### config.mk
export PLATFORM = sky130hd
export DESIGN_NAME = dvsd_cmp
export DESIGN_NICKNAME = d
export VERILOG_FILES = /design/src/rtl/dvsd_cmp.sv
export SDC_FILE = /design/constraint.sdc
export NUM_CORES = 1
export LEC_CHECK = 0
export ABC_AREA = 0
export ABC_CLOCK_PERIOD_IN_PS = 800
export CAP_MARGIN = 20
export CORE_AREA = 2 2 39 41
export DETAILED_ROUTE_END_ITERATION = 10
export DIE_AREA = 0 0 41 43
export GPL_TIMING_DRIVEN = 0
export PLACE_DENSITY = 0.39
export SYNTH_ARGS = -nofsm -noshare
export SYNTH_HDL_FRONTEND = slang
export SYNTH_SLANG_ARGS = --single-unit
### constraint.sdc
create_clock -name clk -period 0.8 [get_ports clk]
set_input_delay 0.16 -clock clk [delete_from_list [all_inputs] [get_ports clk]]
set_output_delay 0.16 -clock clk [all_outputs]
set_load 0.05 [all_outputs]
### src/rtl/dvsd_cmp.sv
// Registered unsigned magnitude comparator: exactly one of less/equal/greater
// is high one cycle after the operands are sampled. All flags are low while in reset.
module dvsd_cmp #(
    parameter int WIDTH = 4
) (
    input  logic             clk,
    input  logic             rst_n,
    input  logic [WIDTH-1:0] A_in,
    input  logic [WIDTH-1:0] B_in,
    output logic             less_than,
    output logic             equal_to,
    output logic             greater_than
);

    logic lt_d, eq_d, gt_d;
    logic lt_q, eq_q, gt_q;

    // Scan LSB to MSB so the highest differing bit is the last writer and decides.
    always_comb begin
        lt_d = 1'b0;
        gt_d = 1'b0;
        for (int i = 0; i < WIDTH; i++) begin
            if (A_in[i] != B_in[i]) begin
                gt_d = A_in[i];
                lt_d = B_in[i];
            end
        end
        eq_d = ~(lt_d | gt_d);
    end

    always_ff @(posedge clk or negedge rst_n) begin
        if (!rst_n) begin
            lt_q <= 1'b0;
            eq_q <= 1'b0;
            gt_q <= 1'b0;
        end else begin
            lt_q <= lt_d;
            eq_q <= eq_d;
            gt_q <= gt_d;
        end
    end

    assign less_than    = lt_q;
    assign equal_to     = eq_q;
    assign greater_than = gt_q;

endmodule

**Word level (Yosys, flattened, before mapping)**

Cells that the tools add are included.

- Input port bits: 10
- Word-level logic and storage cells: 17
- Memories: 0
- Memory bits (read-only): 0
- Register bits after elaboration: 3
- Bits in writable memories: 0
- Latch bits: 0

- Reduce and logical (&&, ||, !) cells: 0
- Shifts and indexed selects: 0
- Bitwise gates (word level): 2
- Multipliers: 0
- Muxes and demuxes: 8
- Order comparisons: 0
- $add $sub $neg: 0
- Div/mod/pow operators: 0
- Eq/ne operators: 4

Operators with widths:

| kind | count |
|---|---|
| 1-bit two-way mux | 8 |
| 1-bit != test | 4 |
| 1-bit inverter | 1 |
| 1-bit bitwise OR | 1 |

**Longest topological paths before layout**

Gate-level depths: netlist of run 1.

- Word-level depth: 7
- Depth in mapped cells: 5
- Mapped depth without buffers: 5

**Worst setup path before layout of run 1**

No wires, ideal clock.

- Path type: in2reg
- Start point: input port A_in[3]
- End point: register gt_q, in the netlist greater_than
- Path buffers: 0
- Library setup time: 0.127 ns
- Stages on the path: 5
- Slack: -0.241 ns
- Arrival time: 0.914 ns
- Cells stage by stage: inv_1 -> ha_1 -> nand2b_1 -> a221oi_1 -> nor2_1

- Word-level cells in the longest chain between the ends: 2

Ends and longest elaborated chain:

| element | line | source |
|---|---|---|
| start: declaration | 8 | `input logic [WIDTH-1:0] A_in,` |
| 1-bit != test | 23 | `if (A_in[i] != B_in[i]) begin` |
| 1-bit two-way mux (*) | 23 |  |
| via gt_d | 15 | `logic lt_d, eq_d, gt_d;` |
| end signal: assignment | 39 | `gt_q <= gt_d;` |
| end: declaration | 16 | `logic lt_q, eq_q, gt_q;` |

The timed path passes the listed nets; every way through them passes the cells marked *.

**Final worst setup path of run 1**

- Start point: register eq_q, in the netlist equal_to
- End point: output port equal_to

RTL lines:

| element | line | source |
|---|---|---|
| start: declaration | 16 |  |
| start signal: assignment | 38 | `eq_q <= eq_d;` |
| end: declaration | 11 | `output logic equal_to,` |

No word-level cell between the ends.

==> results.py, run 1 <==
metrics = {
    "pwr": {
        "irDropWorstVdd_v": 0.0002500,
        "power_density_nw_per_um2": 1629,
        "power_leakage_nw": 0.2138,
    },
    "die": {
        "initial_util": 0.1582,
        "die_w_um": 41,
        "height_of_the_die_um": 43,
        "design.portCount": 13,
        "die_area_um2": 1763,
        "placement_rows": 14,
        "placeableCoreArea_um2": 1384,
    },
    "global_route": {
        "grt_first_pass_wirelength_um": 931,
        "grt_start_max_net_pins": 5,
        "globalRouteTotalUtil": 0.08325,
        "grt_antenna_before_repair": 0,
        "global_route.overflow_total": 0,
        "vias_in_the_first_global_route": 230,
    },
    "layout": {
        "layout-area-overhead-vs-synth_pct": 98.86,
        "layout-drive-gt1-share": 0.5714,
        "post-route-util": 0.3146,
        "design.final.nets": 54,
        "insertedDiodeCount": 0,
    },
    "sta": {
        "timing.fmax_mhz": 1107,
        "finalHoldViolCount": 0,
        "slew_viol_final": 0,
        "timing.final.crit_share": 1.129,
        "final_tns_setup_ns": -0.3059,
        "max-slew-margin-rel": 0.8636,
        "final-setup-viol-count": 3,
        "worst_slew_pin_slew_ns": 0.2046,
        "rsz_0062_raised_after_global_routing": "yes",
        "setup_slack_ns": -0.1030,
        "fin_crit_period_ns": 0.9030,
    },
    "yosys": {
        "yosys_warnings": 0,
        "post_synth_inst_count": 23,
        "synth-seq-area-share": 0.3429,
        "synth.top_cell.area_share": 0.3429,
        "synth_ff_type": "sky130_fd_sc_hd__dfrtp_1",
        "yosysUniqueCellTypes": 16,
        "post-synth-top-area-cell": "sky130_fd_sc_hd__dfrtp_1",
        "syn_avg_cell_area_um2": 9.520,
        "ff_latch_count_synth": 3,
        "synth.most_common_cell": "sky130_fd_sc_hd__dfrtp_1",
        "synthesis.nets": 34,
        "share_of_flip_flops_with_an_asynchronous_set_or_reset_after_synthesis": 1.000,
        "post_synth_edffs": 0,
        "netlist_top_cells_area": "sky130_fd_sc_hd__dfrtp_1, sky130_fd_sc_hd__and2b_1, sky130_fd_sc_hd__or2b_1, sky130_fd_sc_hd__nand2b_4, sky130_fd_sc_hd__ha_1",
        "synthesis.area_um2": 219.0,
    },
    "route": {
        "routedWlPerCell_um": 9.276,
        "dr.first_iter.drc_count": 0,
        "met3RoutedLength_um": 30,
        "met2_wirelength_um": 317,
        "final_antenna_net_count": 0,
        "route.top_layer_used": "met3",
        "drt_pass1_iterations": 1,
        "wl_met1_um": 190,
        "route.detailed.vias_per_inst": 4.155,
        "route.final.wire_length_um": 538,
        "vias": 241,
        "drt_drc_violations_left": 0,
    },
    "critical_path": {
        "worst-setup-path-type": "reg2out",
        "slowest_stage": "sky130_fd_sc_hd__dfrtp_1",
        "startpoint_type": "flip-flop",
        "critPathArrivalTime_ns": 0.74,
        "critPathRequiredTime_ns": 0.64,
        "crit_path_max_fo": 1,
        "crit_path_max_incr_delay_ns": 0.36,
        "crit_path_cell_trace": "buf_6",
        "path_buf_inv": 1,
        "cp_top_family": "flip-flops",
        "endpoint_kind": "primary output",
    },
    "clock_tree": {
        "clkTransAtPathRegs_ns": 0.04,
        "tritoncts.num_buffers": 3,
        "cts_hold_repair.buffers": 0,
        "cts_root_buf": "sky130_fd_sc_hd__clkbuf_4",
        "cts_num_sinks": 3,
        "cts_tree": "built",
        "htree_num_levels": 1,
        "cts_max_path_buffers": 2,
    },
    "placement": {
        "place.detailed.hpwl_um": 420.9,
        "io_buffers": 12,
        "gp_congestion": 0.6628,
        "pre_cts_slack_ns": -0.8042,
    },
    "run_status": {
        "failed_checks": "setup timing",
        "outcome": "finished with violations",
    },
    "flow_run": {
        "maxCapViolations": 0,
    },
    "hold_path": {
        "min-delay-path-class": "in2async",
    },
}
## logic make-up (layout without fill, tap and decap cells)
group | count (synthesis) | after routing | synth area share
compound gates | 3 | 3 | 0.1257
simple gates | 14 | 14 | 0.4114
flops | 3 | 3 | 0.3428
mux | 1 | 1 | 0.04572
buf+inv | 1 | 20 | 0.01713
fa+ha+maj | 1 | 1 | 0.05713
## where the power goes
group / leakage (nW) / switching (mW) / total, mW / internal [mW]
clock: 0.0150 / 0.0766 / 0.263 / 0.187
combinational: 0.162 / 0.140 / 0.269 / 0.130
sequential: 0.0372 / 0.00686 / 0.177 / 0.170
total: 0.214 / 0.223 / 0.709 / 0.486
## layout by cell type, fill, tap and decap left out, drive strengths merged
master,netlist,layout
clkdlybuf4s50,0,1
a31o,1,1
a41o,1,1
ha,1,1
nand2,2,2
or2b,2,2
inv,1,1
nand3,1,1
and4,1,1
buf,0,11
and2b,2,2
mux2i,1,1
clkbuf,0,7
nor3,1,1
dfrtp,3,3
nor2,2,2
nand2b,3,3
a221oi,1,1
## flip-flops by register name (all words and copies together), names as in the netlist
signal and flops:
equal_to 1, greater_than 1, less_than 1
## path summary, 6_finish.rpt
kind / startpoint / endpoint / slack, ns / cells past startpoint
worst min-delay path: rst_n / equal_to$_DFF_PN0_ / 0.11 / 1
min in group clk: B_in[3] / less_than$_DFF_PN0_ / 0.25 / 3
worst max-delay path: equal_to$_DFF_PN0_ / equal_to / -0.10 / 1
max in group asynchronous: rst_n / greater_than$_DFF_PN0_ / 0.55 / 1
## metrics by stage
stage | hold WS [ns] | total power [mW] | cells | instance area, µm²
after global placement | 0.3506 | 0.4248 | 51 | 387.9
after global routing | 0.1045 | 0.7643 | 58 | 435.4
after detailed placement | 0.3525 | 0.4224 | 51 | 387.9
after CTS | 0.1022 | 0.7241 | 58 | 444.2
final | 0.1091 | 0.7095 | 58 | 435.4
after floorplan | -0.1356 | 0.3199 | 23 | 247.7
## area by class of cell
class | count | area, µm²
fill | 146 | 948.4
tap | 16 | 20.02
multi-input combinational | 19 | 180.2
inverter | 1 | 11.26
timing repair buffer | 15 | 122.6
clock buffer | 4 | 26.28
sequential | 3 | 75.07
## timing repair
| action | CTS | global route |
|---|---|---|
| setup buffers | 3 | 0 |
| resized for setup | 49 | 7 |
| endpoints found under the setup margin | 6 | 6 |
| cloned | 0 | 0 |
| pin swaps | 5 | 5 |
## layer usage
metal,track usage,vias to the layer above
met5,0,-
met4,0.1000,0
met3,0.01571,0
met1,0.08654,114
li1,-,120
met2,0.1188,7
(Power assumes the default switching activity.)
==> run 2: changes to the inputs <==
Settings changed: SETUP_SLACK_MARGIN set to 0.4.
==> run 2 against run 1 <==
The run still ends with setup timing left. Design area up 15%. Worst hold slack better by 0.00050 ns. Largest power group unchanged. Via count up 4.6%. Maximum frequency down 2.2%. Utilization up 4.8 points. Sequential power about the same. Non-clock buffer count up 3. Global-route usage up 1.2 points. Sequential share of layout area down 1.8 points. Cell count up 5.2%.
==> results.py, run 2 (synthesized netlist as in run 1, its figures left out) <==
metrics = {
    "critical_path": {
        "critPathArrivalTime_ns": 0.76,
        "path_buf_inv": 1,
        "crit_path_max_incr_delay_ns": 0.38,
        "slowest_stage": "sky130_fd_sc_hd__dfrtp_2",
        "cp_top_family": "flip-flops",
        "crit_path_cell_trace": "buf_6",
        "worst-setup-path-type": "reg2out",
        "endpoint_kind": "primary output",
        "critPathRequiredTime_ns": 0.64,
        "startpoint_type": "flip-flop",
        "crit_path_max_fo": 1,
    },
    "placement": {
        "placed_area_um2": 390.4,
        "io_buffers": 12,
        "gp_congestion": 0.6648,
        "place.detailed.hpwl_um": 455.1,
        "pre_cts_slack_ns": -0.8422,
    },
    "global_route": {
        "globalRouteTotalUtil": 0.09519,
        "grt_first_pass_wirelength_mm": 1.069,
        "global_route.overflow_total": 0,
        "grt_start_max_net_pins": 5,
        "grt_antenna_before_repair": 0,
        "vias_in_the_first_global_route": 268,
    },
    "layout": {
        "final_cell_mix": "sky130_fd_sc_hd__buf_6, sky130_fd_sc_hd__buf_2, sky130_fd_sc_hd__buf_4",
        "insertedDiodeCount": 0,
        "design.final.nets": 57,
        "area.sequential_um2": 77.57,
        "fillers": 142,
        "combined_area_of_the_multi_input_logic_cells_um2": 197.7,
        "layout-drive-gt1-share": 0.6889,
        "final_design_area_no_fill_um2": 501.7,
        "layout-area-overhead-vs-synth_pct": 129.1,
        "most_common_cell_after_layout_fill_and_taps_aside": "sky130_fd_sc_hd__buf_6",
    },
    "run_status": {
        "failed_checks": "setup timing",
        "outcome": "finished with violations",
    },
    "die": {
        "initial_util": 0.1582,
        "die_w_um": 41,
        "design.portCount": 13,
        "height_of_the_die_um": 43,
        "die_area_um2": 1763,
        "placement_rows": 14,
        "placeableCoreArea_um2": 1384,
    },
    "sta": {
        "max-slew-margin-rel": 0.8750,
        "finalHoldViolCount": 0,
        "setup_slack_ns": -0.1229,
        "rsz_0062_raised_after_global_routing": "yes",
        "timing.final.crit_share": 1.154,
        "timing.fmax_mhz": 1084,
        "final_tns_setup_ns": -0.3722,
        "worst_slew_pin_slew_ns": 0.1874,
        "final-setup-viol-count": 4,
        "fin_crit_period_ns": 0.9229,
        "slew_viol_final": 0,
    },
    "clock_tree": {
        "cts_tree": "built",
        "cts_hold_repair.buffers": 0,
        "clkTransAtPathRegs_ns": 0.04,
        "cts_root_buf": "sky130_fd_sc_hd__clkbuf_4",
        "tritoncts.num_buffers": 3,
        "htree_num_levels": 1,
        "cts_max_path_buffers": 2,
        "cts_num_sinks": 3,
    },
    "pwr": {
        "power_density_nw_per_um2": 1500,
        "fin_total_pwr_mw": 0.7525,
        "power_leakage_nw": 0.2449,
        "irDropWorstVdd_v": 0.0002837,
    },
    "route": {
        "dr.first_iter.drc_count": 0,
        "vias": 252,
        "drt_pass1_iterations": 1,
        "routedWlPerCell_um": 9.590,
        "route.final.wire_length_um": 585,
        "drt_drc_violations_left": 0,
        "route.detailed.vias_per_inst": 4.131,
        "final_antenna_net_count": 0,
    },
    "hold_path": {
        "min-delay-path-class": "in2async",
    },
    "flow_run": {
        "maxCapViolations": 0,
    },
}
==> run 2: stage by stage <==
stage / hold slack, ns / std cells / utilization
3_3_place_gp: 0.3508 / 51 / 0.2821
3_5_place_dp: 0.3510 / 51 / 0.2821
2_1_floorplan: -0.1356 / 23 / -
4_1_cts: 0.1022 / 60 / 0.3436
6_report: 0.1096 / 61 / 0.3626
5_1_grt: 0.09979 / 61 / 0.3626
==> run 2: metal layers <==
layer	global-route usage	vias up	part of all wire	wire length (µm)
li1	-	126	-	-
met1	0.09265	119	0.33	193
met2	0.1500	7	0.60	351
met3	0.03141	0	0.068	40
met4	0.08000	0	0	0
met5	0	-	0	0
==> run 2: worst paths after layout <==
path                       slack [ns]          startpoint  cells past startpoint                  end
worst max-delay path            -0.12  equal_to$_DFF_PN0_                      1             equal_to
min in group clk                 0.25             B_in[3]                      3  less_than$_DFF_PN0_
worst min-delay path             0.11               rst_n                      1   equal_to$_DFF_PN0_
max in group asynchronous        0.54               rst_n                      1  less_than$_DFF_PN0_
==> run 2: what timing repair did <==
item / 4_1_cts / 5_1_grt
buffers inserted: 5 / 1
setup endpoints to repair: 6 / 6
resized for setup: 60 / 3
pin swaps: 6 / 4
==> run 2: cell type report <==
cell class	count	area share
clock buffers	4	0.05237
inverters	1	0.02244
multi-input cells	19	0.3940
flip-flops and latches	3	0.1546
well taps	16	0.03990
repair buffers	18	0.3367
==> run 2: power by group <==
group	switching (mW)	internal [mW]
clock network	0.0727	0.187
logic	0.152	0.163
registers	0.00690	0.172
==> run 3: changes to the inputs <==
Settings changed: GPL_ROUTABILITY_DRIVEN set to 0, GPL_TIMING_DRIVEN 0 to not set.
==> run 3 against run 2 <==
The run still ends with setup timing left. Non-clock buffer count increased by 2. Routed wire length grew 1.7%. Global-route usage down 0.99 points. Power is 4.5% higher. Sequential cell count unchanged. Critical path type unchanged. Via count up 2.8%. Worst hold slack gained 0.0047 ns. Cell count is 3.3% higher. Utilization increased by 1.8 points. Largest cell class is now non-clock buffers. Count of clock-buffer cells in the layout unchanged.
==> results.py, run 3 (synthesized netlist as in run 1, its figures left out) <==
metrics = {
    "run_status": {
        "outcome": "finished with violations",
        "failed_checks": "setup timing",
    },
    "clock_tree": {
        "htree_num_levels": 1,
        "cts_root_buf": "sky130_fd_sc_hd__clkbuf_4",
        "cts_tree": "built",
        "clkTransAtPathRegs_ns": 0.03,
        "tritoncts.num_buffers": 3,
        "cts_max_path_buffers": 2,
        "cts_hold_repair.buffers": 0,
        "cts_num_sinks": 3,
    },
    "sta": {
        "slew_viol_final": 0,
        "finalHoldViolCount": 0,
        "rsz_0062_raised_after_global_routing": "yes",
        "setup_slack_ns": -0.1394,
        "final-setup-viol-count": 4,
        "worst_slew_pin_slew_ns": 0.1900,
        "max-slew-margin-rel": 0.8733,
        "hold_slack_ns": 0.1143,
        "timing.fmax_mhz": 1064,
        "timing.final.crit_share": 1.174,
        "fin_crit_period_ns": 0.9394,
    },
    "flow_run": {
        "maxCapViolations": 0,
    },
    "critical_path": {
        "worst-setup-path-type": "reg2out",
        "critPathArrivalTime_ns": 0.78,
        "startpoint_type": "flip-flop",
        "crit_path_max_fo": 1,
        "path_buf_inv": 1,
        "crit_path_cell_trace": "buf_12",
        "slowest_stage": "sky130_fd_sc_hd__dfrtp_2",
        "endpoint_kind": "primary output",
        "critPathRequiredTime_ns": 0.64,
        "cp_top_family": "flip-flops",
        "crit_path_max_incr_delay_ns": 0.40,
    },
    "global_route": {
        "grt_start_max_net_pins": 6,
        "grt_first_pass_wirelength_mm": 1.028,
        "vias_in_the_first_global_route": 276,
        "globalRouteTotalUtil": 0.08526,
        "grt_antenna_before_repair": 0,
        "global_route.overflow_total": 0,
    },
    "die": {
        "placement_rows": 14,
        "design.portCount": 13,
        "die_w_um": 41,
        "die_area_um2": 1763,
        "initial_util": 0.1582,
        "placeableCoreArea_um2": 1384,
        "height_of_the_die_um": 43,
    },
    "route": {
        "drt_drc_violations_left": 0,
        "routedWlPerCell_um": 9.444,
        "final_antenna_net_count": 0,
        "drt_pass1_iterations": 1,
        "route.final.wire_length_um": 595,
        "vias": 259,
        "dr.first_iter.drc_count": 0,
        "route.detailed.vias_per_inst": 4.111,
    },
    "layout": {
        "fillers": 140,
        "insertedDiodeCount": 0,
        "most_common_cell_after_layout_fill_and_taps_aside": "sky130_fd_sc_hd__buf_4",
        "post_layout_nonfiller_instances": 63,
        "final_cell_mix": "sky130_fd_sc_hd__buf_4, sky130_fd_sc_hd__buf_2, sky130_fd_sc_hd__buf_6",
        "design.final.nets": 59,
        "layout-drive-gt1-share": 0.6809,
        "layout-area-overhead-vs-synth_pct": 140.6,
    },
    "placement": {
        "place.detailed.hpwl_um": 463.1,
        "place.detailed.instances": 54,
        "io_buffers": 12,
    },
    "pwr": {
        "fin_total_pwr_mw": 0.7867,
        "power_leakage_nw": 0.2563,
        "irDropWorstVdd_v": 0.0003875,
        "power_density_nw_per_um2": 1494,
    },
    "hold_path": {
        "min-delay-path-class": "in2async",
    },
}
## run 3: cell count changes in the layout (fill, tap and decap cells not counted), sizes merged
cell  delta
buf      +2
## run 3: layer usage
layer	track usage	vias to the layer above	wire, µm
met3	0.01571	0	41
li1	-	132	-
met1	0.08974	120	206
met4	0.06000	0	0
met2	0.1406	7	347
met5	0	-	0
## run 3: where the power goes
part,internal [mW],total [mW],switching (mW)
Combinational,0.199,0.343,0.145
Sequential,0.172,0.186,0.0142
Clock,0.186,0.257,0.0707
Total,0.557,0.787,0.230
## run 3: cell type report
cell class / instances / area [µm²] / area share
clock buffer: 4 / 26.28 / 0.04988
inverter: 1 / 11.26 / 0.02138
multi-input combinational: 19 / 181.4 / 0.3444
sequential: 3 / 77.57 / 0.1473
tap: 16 / 20.02 / 0.03800
timing repair buffer: 20 / 210.2 / 0.3991
## run 3: how the worst max path moves through the flow
stage | start | cells after the start | end | slack [ns]
2_1_floorplan | A_in[3] | 5 | greater_than$_DFF_PN0_ | -0.08
3_3_place_gp | A_in[3] | 6 | greater_than$_DFF_PN0_ | -0.75
3_5_place_dp | A_in[3] | 6 | greater_than$_DFF_PN0_ | -0.75
4_1_cts | equal_to$_DFF_PN0_ | 1 | equal_to | -0.15
5_1_grt | equal_to$_DFF_PN0_ | 1 | equal_to | -0.16
6_report | equal_to$_DFF_PN0_ | 1 | equal_to | -0.14
## run 3: timing repair
action	CTS	global route
buffers inserted	2	3
pin swaps	3	5
resized for setup	36	5
setup endpoints to repair	6	6
## run 3: metrics by stage
step / instance area (µm²) / util / setup TNS, ns / worst slack, ns
after global routing: 526.8 / 0.3807 / -0.5375 / -0.1615
after floorplan: 250.2 / - / -0.1485 / -0.08335
final: 526.8 / 0.3807 / -0.4238 / -0.1394
after CTS: 483.0 / 0.3490 / -0.4479 / -0.1524
after global placement: 442.9 / 0.3201 / -1.961 / -0.7527
after detailed placement: 442.9 / 0.3201 / -1.947 / -0.7488
